File: src/rtl/float_pkg.sv
// Shared FPU types: RISC-V rounding modes, exception flags, and
// helpers for building special IEEE-754 encodings of any format width.
package float_pkg;

  typedef enum logic [2:0] {
    RNE = 3'd0,
    RTZ = 3'd1,
    RDN = 3'd2,
    RUP = 3'd3,
    RMM = 3'd4
  } round_mode_t;

  typedef struct packed {
    logic nv;
    logic dz;
    logic of;
    logic uf;
    logic nx;
  } fflags_t;

  // Quiet NaN with only the fraction MSB set, sign 0.
  function automatic logic [63:0] canonical_nan(input int exp_w, input int man_w);
    logic [63:0] r;
    r = ((64'd1 << exp_w) - 64'd1) << man_w;
    r = r | (64'd1 << (man_w - 1));
    return r;
  endfunction

  // Largest finite magnitude, sign bit excluded.
  function automatic logic [63:0] max_finite(input int exp_w, input int man_w);
    logic [63:0] r;
    r = ((64'd1 << exp_w) - 64'd2) << man_w;
    r = r | ((64'd1 << man_w) - 64'd1);
    return r;
  endfunction

endpackage

File: src/rtl/float_round_incr.sv
// Combinational round-up decision from sign, mantissa lsb, round/sticky bits
// and the rounding mode; unknown mode encodings fall back to round-to-nearest-even.
module float_round_incr
  import float_pkg::*;
(
  input  logic        sign,
  input  logic        lsb,
  input  logic [1:0]  sticky,
  input  round_mode_t round_mode,
  output logic        round_up
);

  always_comb begin
    round_up = 1'b0;
    case (round_mode)
      RTZ:     round_up = 1'b0;
      RDN:     round_up = (|sticky) & sign;
      RUP:     round_up = (|sticky) & ~sign;
      RMM:     round_up = sticky[1];
      default: round_up = sticky[1] & (sticky[0] | lsb);
    endcase
  end

endmodule

File: src/rtl/float_round_pack.sv
// Two-stage round-and-pack: S1 registers the rounded mantissa, S2 renormalises,
// resolves overflow/subnormal/specials and registers the packed word and flags.
module float_round_pack
  import float_pkg::*;
#(
  parameter int EXP_W = 8,
  parameter int MAN_W = 23
) (
  input  logic                   clock,
  input  logic                   reset,
  input  logic                   in_valid,
  output logic                   in_ready,
  input  logic                   in_sign,
  input  logic [EXP_W:0]         in_exp,
  input  logic [MAN_W:0]         in_man,
  input  logic [1:0]             in_sticky,
  input  round_mode_t            in_round_mode,
  input  logic                   in_nan,
  input  logic                   in_inf,
  input  logic                   in_zero,
  input  logic                   in_nv,
  input  logic                   in_dz,
  output logic                   out_valid,
  input  logic                   out_ready,
  output logic [EXP_W+MAN_W:0]   out_data,
  output fflags_t                out_fflags
);

  localparam int DW = EXP_W + MAN_W + 1;
  localparam logic [DW-1:0]    NAN_WORD = DW'(canonical_nan(EXP_W, MAN_W));
  localparam logic [DW-1:0]    MAX_MAG  = DW'(max_finite(EXP_W, MAN_W));
  localparam logic [EXP_W+1:0] EXP_OVF  = (EXP_W+2)'((1 << EXP_W) - 1);

  logic              s1_valid, s1_sign, s1_inexact;
  logic              s1_nan, s1_inf, s1_zero, s1_nv, s1_dz;
  logic [EXP_W:0]    s1_exp;
  logic [MAN_W+1:0]  s1_man_r;
  round_mode_t       s1_mode;
  logic              s1_adv, s2_adv, round_up;

  assign s2_adv   = ~out_valid | out_ready;
  assign s1_adv   = ~s1_valid | s2_adv;
  assign in_ready = s1_adv;

  float_round_incr u_incr (
    .sign       (in_sign),
    .lsb        (in_man[0]),
    .sticky     (in_sticky),
    .round_mode (in_round_mode),
    .round_up   (round_up)
  );

  always_ff @(posedge clock) begin
    if (reset) begin
      s1_valid   <= 1'b0;
      s1_sign    <= 1'b0;
      s1_exp     <= '0;
      s1_man_r   <= '0;
      s1_inexact <= 1'b0;
      s1_mode    <= RNE;
      s1_nan     <= 1'b0;
      s1_inf     <= 1'b0;
      s1_zero    <= 1'b0;
      s1_nv      <= 1'b0;
      s1_dz      <= 1'b0;
    end else if (s1_adv) begin
      s1_valid <= in_valid;
      if (in_valid) begin
        s1_sign    <= in_sign;
        s1_exp     <= in_exp;
        s1_man_r   <= {1'b0, in_man} + (MAN_W+2)'(round_up);
        s1_inexact <= |in_sticky;
        s1_mode    <= in_round_mode;
        s1_nan     <= in_nan;
        s1_inf     <= in_inf;
        s1_zero    <= in_zero;
        s1_nv      <= in_nv;
        s1_dz      <= in_dz;
      end
    end
  end

  logic [EXP_W+1:0] exp_n;
  logic [MAN_W-1:0] frac;
  logic             ovf, to_inf;
  logic [DW-1:0]    pack_data;
  fflags_t          pack_flags;

  // A subnormal that rounds up into the hidden bit becomes the smallest normal.
  always_comb begin
    exp_n = {1'b0, s1_exp};
    frac  = s1_man_r[MAN_W-1:0];
    if (s1_man_r[MAN_W+1]) begin
      exp_n = {1'b0, s1_exp} + (EXP_W+2)'(1);
      frac  = s1_man_r[MAN_W:1];
    end else if (s1_exp == '0 && s1_man_r[MAN_W]) begin
      exp_n = (EXP_W+2)'(1);
    end
    ovf = (exp_n >= EXP_OVF);

    case (s1_mode)
      RTZ:     to_inf = 1'b0;
      RDN:     to_inf = s1_sign;
      RUP:     to_inf = ~s1_sign;
      default: to_inf = 1'b1;
    endcase

    pack_flags    = '0;
    pack_flags.nv = s1_nv;
    pack_flags.dz = s1_dz;
    if (s1_nan) begin
      pack_data = NAN_WORD;
    end else if (s1_inf) begin
      pack_data = {s1_sign, {EXP_W{1'b1}}, {MAN_W{1'b0}}};
    end else if (s1_zero) begin
      pack_data = {s1_sign, (DW-1)'(0)};
    end else if (ovf) begin
      pack_data     = to_inf ? {s1_sign, {EXP_W{1'b1}}, {MAN_W{1'b0}}}
                             : {s1_sign, MAX_MAG[DW-2:0]};
      pack_flags.of = 1'b1;
      pack_flags.nx = 1'b1;
    end else begin
      pack_data     = {s1_sign, exp_n[EXP_W-1:0], frac};
      pack_flags.uf = s1_inexact & (exp_n == '0);
      pack_flags.nx = s1_inexact;
    end
  end

  always_ff @(posedge clock) begin
    if (reset) begin
      out_valid  <= 1'b0;
      out_data   <= '0;
      out_fflags <= '0;
    end else if (s2_adv) begin
      out_valid <= s1_valid;
      if (s1_valid) begin
        out_data   <= pack_data;
        out_fflags <= pack_flags;
      end
    end
  end

endmodule

File: config.mk
export PLATFORM = sky130hd
export DESIGN_NAME = float_round_pack
export DESIGN_NICKNAME = d
export VERILOG_FILES = /design/src/rtl/float_pkg.sv /design/src/rtl/float_round_incr.sv /design/src/rtl/float_round_pack.sv
export SDC_FILE = /design/constraint.sdc
export NUM_CORES = 1
export LEC_CHECK = 0
export ABC_AREA = 0
export BUFFER_PORTS_ARGS = -buffer_cell sky130_fd_sc_hd__buf_2
export CAP_MARGIN = 40
export CORE_UTILIZATION = 45
export CTS_CLUSTER_DIAMETER = 30
export DETAILED_ROUTE_END_ITERATION = 8
export PLACE_DENSITY = 0.67
export SLEW_MARGIN = 20
export SYNTH_ARGS = -nofsm -noshare
export SYNTH_HDL_FRONTEND = slang
export SYNTH_SLANG_ARGS = --single-unit
export TNS_END_PERCENT = 20
File: constraint.sdc
create_clock -name clock -period 2.7 [get_ports clock]
set_input_delay 0.27 -clock clock [delete_from_list [all_inputs] [get_ports clock]]
set_output_delay 0.27 -clock clock [all_outputs]
set_load 0.005 [all_outputs]
==> impl_metrics.env, run 1 <==
export IMPL_outcome="complete, no violations"
export IMPL_fin_nets=657
export IMPL_holdWs_ns=0.148
export IMPL_rows=35
export IMPL_grt_use_total_pct=22.9
export IMPL_start_kind="flip-flop"
export IMPL_cellLeakagePower_nw=2.04
export IMPL_maxSlewViolCount=0
export IMPL_vias_per_cell=5.50
export IMPL_mostFrequentLayoutCells="nand2_1, buf_2, dfxtp_1, nor2_1, a21oi_1"
export IMPL_cts_htree_levels=3
export IMPL_tightestPinTransition_ns=0.754
export IMPL_ys_warn_count=0
export IMPL_core_area_um2=9370
export IMPL_synth_top_flop_cell="dfxtp_1"
export IMPL_synth_edf_count=0
export IMPL_arrival_ns=2.66
export IMPL_path_clk_slew_ns=0.09
export IMPL_portBuffers=86
export IMPL_worst_path_largest_cell_delay_ns=0.55
export IMPL_async_reset_ff_share_pct=0
export IMPL_met2_length_um=5170
export IMPL_cts_resized=0
export IMPL_synth_top_area_share_pct=37.5
export IMPL_yosysTopAreaCell="dfxtp_1"
export IMPL_grt_antenna_before_repair=0
export IMPL_die_height_um=101
export IMPL_pre_cts_ws_ns=0.147
export IMPL_hold_viol=0
export IMPL_wire_per_inst_um=14.7
export IMPL_crit_type="flip-flop to flip-flop"
export IMPL_start_util_pct=47.3
export IMPL_grt_max_degree=31
export IMPL_wl_um=10800
export IMPL_syn_inst=532
export IMPL_dp_final_hpwl_um=7780
export IMPL_synth_nets=584
export IMPL_drc=0
export IMPL_cts_tree="built"
export IMPL_syn_area_per_cell_um2=8.34
export IMPL_min_period_ns=2.42
export IMPL_power_density_nw_per_um2=508
export IMPL_numCtsBuffers=9
export IMPL_highest_layer="met4"
export IMPL_crit_path_top_delay_cell="or4b_4"
export IMPL_cts_root_buf="clkbuf_8"
export IMPL_ctsLongestPathBuffers=2
export IMPL_dr_total_vias=4061
export IMPL_n_antenna_cell=0
export IMPL_cp_end_kind="flip-flop"
export IMPL_syn_to_final_growth_pct=17.0
export IMPL_fillers=923
export IMPL_die_area_um2=10300
export IMPL_fin_util_pct=55.4
export IMPL_yosysSeqAreaShare_pct=37.5
export IMPL_ys_seq_elements=83
export IMPL_path_max_fanout=7
export IMPL_max_cap_violations=0
export IMPL_drive_gt1_share_pct=25.1
export IMPL_grt_overflow_total=0
export IMPL_synth_area_top_cells="dfxtp_1, nand2_1, mux2i_1"
export IMPL_relSlewSlack_pct=49.6
export IMPL_finalSetupViolations=0
export IMPL_wl_met1_um=5000
export IMPL_grt_pass1_vias=3899
export IMPL_crit_buf_inv=0
export IMPL_crit_family="simple AND/OR/NAND/NOR gates"
export IMPL_route_met3_wl_um=527
export IMPL_setup_ws_ns=0.276
export IMPL_first_pass_iters=4
export IMPL_post_cts_buffers=0
export IMPL_numClockSinks=83
export IMPL_drt_iter0_markers=150
export IMPL_cp_cell_sequence="ha_1, nand4_2, or4b_4, a21oi_4, o211ai_2, and2_4, o41a_1"
export IMPL_fin_crit_sh_pct=89.8
export IMPL_cp_data_required_time_ns=2.94
export IMPL_setup_tns_final_ns=0
export IMPL_max_freq_mhz=413
export IMPL_ys_types=59
export IMPL_pin_count=87
export IMPL_clk_latency_ns=0.35
export IMPL_netlist_area_um2=4430
export IMPL_hold_class="input pin to flip-flop"
export IMPL_cts_hold_buffers=0
export IMPL_grt_pass1_wl_um=18500
export IMPL_die_w_um=101
export IMPL_fin_skew_ns=0.0135
export IMPL_finalWeightedCongestion=0.890
export IMPL_antenna_left=0
export IMPL_rsz0062_at_grt="no"
export IMPL_max_vdd_ir_drop_uv=232
## registers in the layout, indices dropped and copies added (netlist names)
name and count:
out_data 32, s1_man_r 25, s1_exp 9, out_fflags 5
s1_mode 3, out_valid 1, s1_dz 1, s1_inexact 1
s1_inf 1, s1_nan 1, s1_nv 1, s1_sign 1
s1_valid 1, s1_zero 1
## tightest hold or removal path: stages
cell,delay [ns]
buf_2,0.10
nand2_1,0.04
a21oi_1,0.05
## per-stage QoR
step                      instances  total power [mW]  area [um2]
after floorplan                 532              1.61        4430
after CTS                       738              2.66        5180
after global routing            739              2.76        5190
final                           739              2.64        5190
after global placement          722              1.75        4980
after detailed placement        722              1.76        4980
## synth_stat cells (4+ instances only)
cell type	n
dfxtp_1	83
xor2_1	13
ha_1	4
a21oi_2	20
buf_2	5
nor2b_1	5
o21ai_0	13
a21oi_1	32
nand4_1	7
nor3_1	4
xnor2_1	15
a211oi_1	25
clkbuf_1	29
and3_1	8
inv_1	10
nand2_1	87
a41o_1	22
nor2_1	48
mux2i_1	24
a31oi_1	7
nand3_1	12
or3_1	5
## cell families after synthesis
group,synth area share [%]
buffers and inverters,4.97
AOI/OAI and AO/OA,24.2
and+or+nand+nor,20.7
xor gates and xnor gates,5.53
DFF,37.5
adders and majority gates,1.13
muxes,5.93
## layout make-up
cell class / count / area [um2] / share of cell area (%)
multi-input combinational: 398 / 2560 / 49.3
sequential: 83 / 1660 / 32.0
timing repair buffer: 103 / 568 / 10.9
tap: 129 / 161 / 3.11
clock buffer: 11 / 141 / 2.72
clock inverter: 5 / 60.1 / 1.16
inverter: 10 / 37.5 / 0.723
## power by group
part | switching [mW] | internal (mW)
Sequential | 0.0510 | 1.29
Combinational | 0.220 | 0.167
Clock | 0.455 | 0.457
Total | 0.725 | 1.91
## layer usage
metal  global-route usage (%)  up-vias
li1                         -     2058
met1                     29.4     1877
met2                     39.3      117
met3                     3.73        9
met4                     6.91        0
met5                        0        -
## final timing paths
check                start  cells past startpoint  slack, ns            end
max              s1_exp[0]                      7       0.28   out_data[22]
min reg2reg  out_fflags[3]                      2       0.46  out_fflags[3]
min              in_exp[0]                      3       0.15      s1_exp[0]
max reg2reg      s1_exp[0]                      7       0.28   out_data[22]
Power figures use the tool's default switching activity.
==> inputs of run 2 (changes only) <==
--- a/config.mk
+++ b/config.mk
@@ -9,4 +9,5 @@
 export BUFFER_PORTS_ARGS = -buffer_cell sky130_fd_sc_hd__buf_2
 export CAP_MARGIN = 40
+export CORE_MARGIN = 3
 export CORE_UTILIZATION = 45
 export CTS_CLUSTER_DIAMETER = 30
==> constraint.sdc (replaced) <==
create_clock -name clock -period 2.7 [get_ports clock]
set_input_delay 0.675 -clock clock [delete_from_list [all_inputs] [get_ports clock]]
set_output_delay 0.675 -clock clock [all_outputs]
set_load 0.005 [all_outputs]
==> run 2 against run 1 <==
Compared with the run above: first-iteration DRC count rose by 19%; via count rose by 1.0%; sequential share of layout area down 0.51 points; global-route usage decreased by 2.3 points; combinational power rose by 4%; critical endpoint is now s1_man_r[21]; sequential power barely moved; clock power down 2%; clock-buffer cell count shrank 1.
==> impl_metrics.env, run 2 (same netlist as run 1, synthesis figures left out) <==
export IMPL_finalWeightedCongestion=0.857
export IMPL_finalSetupViolations=0
export IMPL_r2r_slack_ns=0.26
export IMPL_drt_iter0_markers=178
export IMPL_relSlewSlack_pct=64.0
export IMPL_numClockSinks=83
export IMPL_start_util_pct=47.1
export IMPL_fin_skew_ns=0.0127
export IMPL_switchingPower_mw=0.741
export IMPL_pin_count=87
export IMPL_cts_root_buf="clkbuf_8"
export IMPL_core_area_um2=9420
export IMPL_grt_use_total_pct=20.5
export IMPL_dp_final_hpwl_um=8320
export IMPL_die_w_um=105
export IMPL_cp_end_kind="flip-flop"
export IMPL_clk_latency_ns=0.36
export IMPL_cp_data_required_time_ns=2.96
export IMPL_grt_antenna_before_repair=0
export IMPL_cts_htree_levels=3
export IMPL_fin_nets=666
export IMPL_hold_viol=0
export IMPL_portBuffers=86
export IMPL_grt_overflow_total=0
export IMPL_rsz0062_at_grt="no"
export IMPL_cts_resized=0
export IMPL_arrival_ns=2.72
export IMPL_p_clk_share_pct=34.0
export IMPL_antenna_left=0
export IMPL_top_register="out_data"
export IMPL_dr_total_vias=4103
export IMPL_power_density_nw_per_um2=500
export IMPL_outcome="complete, no violations"
export IMPL_max_freq_mhz=407
export IMPL_seq_area_um2=1660
export IMPL_tightestPinTransition_ns=0.540
export IMPL_multi_input_area_um2=2560
export IMPL_setup_ws_ns=0.246
export IMPL_largest_reg_flops=32
export IMPL_vias_per_cell=5.49
export IMPL_pwr_share_seq_pct=50.8
export IMPL_final_common_cell="nand2_1"
export IMPL_maxSlewViolCount=0
export IMPL_grt_pass1_vias=4021
export IMPL_cts_hold_buffers=0
export IMPL_die_area_um2=11100
export IMPL_p_comb_share_pct=15.2
export IMPL_grt_pass1_wl_um=18900
export IMPL_crit_type="input pin to flip-flop"
export IMPL_post_cts_buffers=0
export IMPL_crit_path_start="in_round_mode[0]"
export IMPL_fin_crit_sh_pct=90.9
export IMPL_drive_gt1_share_pct=26.1
export IMPL_fillers=896
export IMPL_power_internal_mw=1.89
export IMPL_pre_cts_ws_ns=-0.114
export IMPL_hold_class="flip-flop to flip-flop"
export IMPL_rows=35
export IMPL_path_clk_slew_ns=0.09
export IMPL_instances_no_fill=747
export IMPL_cts_tree="built"
export IMPL_n_antenna_cell=0
export IMPL_max_vdd_ir_drop_uv=310
export IMPL_syn_to_final_growth_pct=18.9
export IMPL_swShare_pct=28.1
export IMPL_mostFrequentLayoutCells="nand2_1, buf_2, dfxtp_1, nor2_1, a21oi_1"
export IMPL_min_delay_start="out_data[31]"
export IMPL_max_cap_violations=0
export IMPL_finalPower_mw=2.63
export IMPL_path_max_fanout=3
export IMPL_min_period_ns=2.45
export IMPL_place_inst=732
export IMPL_grt_max_degree=39
export IMPL_cellLeakagePower_nw=2.08
export IMPL_drc=0
export IMPL_r2r_start="s1_exp[1]"
export IMPL_die_height_um=105
export IMPL_ctsLongestPathBuffers=2
export IMPL_first_pass_iters=4
export IMPL_reg_top3="out_data: 32 flops, s1_man_r: 25 flops, s1_exp: 9 flops"
export IMPL_wire_per_inst_um=15.2
export IMPL_start_kind="input pin"
export IMPL_wl_um=11400
export IMPL_numCtsBuffers=9
[run 2: cell types whose count changed in the layout (fill, tap and decap cells not counted)]
cell	delta
clkinv_2	-1
buf_2	-1
buf_4	+8
clkinvlp_4	+1
clkbuf_8	-1
buf_12	+2
[run 2: cell type report]
cell class                      instances  area share (%)
Clock inverter                          5            1.19
Multi-Input combinational cell        398            48.5
Timing Repair Buffer                  112            12.6
Tap cell                              129            3.06
Inverter                               10           0.712
Sequential cell                        83            31.5
Clock buffer                           10            2.42
[run 2: worst max-delay path, stage by stage]
cell and delay [ns]:
buf_2 0.10, nor2_1 0.05, o31ai_1 0.21, nand2_1 0.08
a21oi_1 0.14, nor2_1 0.06, ha_1 0.21, buf_4 0.15
and3_1 0.18, and3_1 0.21, nand4_1 0.12, buf_4 0.13
nor2_1 0.05, xnor2_1 0.13, a211oi_1 0.23
[run 2: power by group through the flow]
stage          clock network (mW)  registers [mW]  logic (mW)
6_report                    0.895            1.34       0.401
5_1_grt                     0.963            1.35       0.449
4_1_cts                     0.908            1.34       0.403
3_5_place_dp                    0            1.37       0.401
3_3_place_gp                    0            1.36       0.394
2_1_floorplan                   0            1.35       0.258
[run 2: final timing paths]
| check | end | depth (start not counted) |
|---|---|---|
| max reg2reg | out_data[23] | 8 |
| min | out_data[31] | 2 |
| max | s1_man_r[21] | 15 |
| min reg2reg | out_data[31] | 2 |
[run 2: layer usage]
metal / GRT usage, % / vias to the layer above / share of wire (%)
li1: - / 2063 / -
met2: 34.9 / 87 / 49
met4: 7.78 / 0 / 2.0
met3: 2.82 / 15 / 4.3
met1: 26.4 / 1938 / 44
met5: 0 / - / 0
[run 2: per-stage QoR]
step	hold WS (ns)	setup TNS, ns	instance area, um2	utilization [%]
2_1_floorplan	0.432	0	4430	-
3_3_place_gp	0.441	-0.146	5080	54.0
3_5_place_dp	0.441	-0.626	5080	54.0
4_1_cts	0.453	0	5270	56.0
5_1_grt	0.488	0	5270	56.0
6_report	0.450	0	5270	56.0
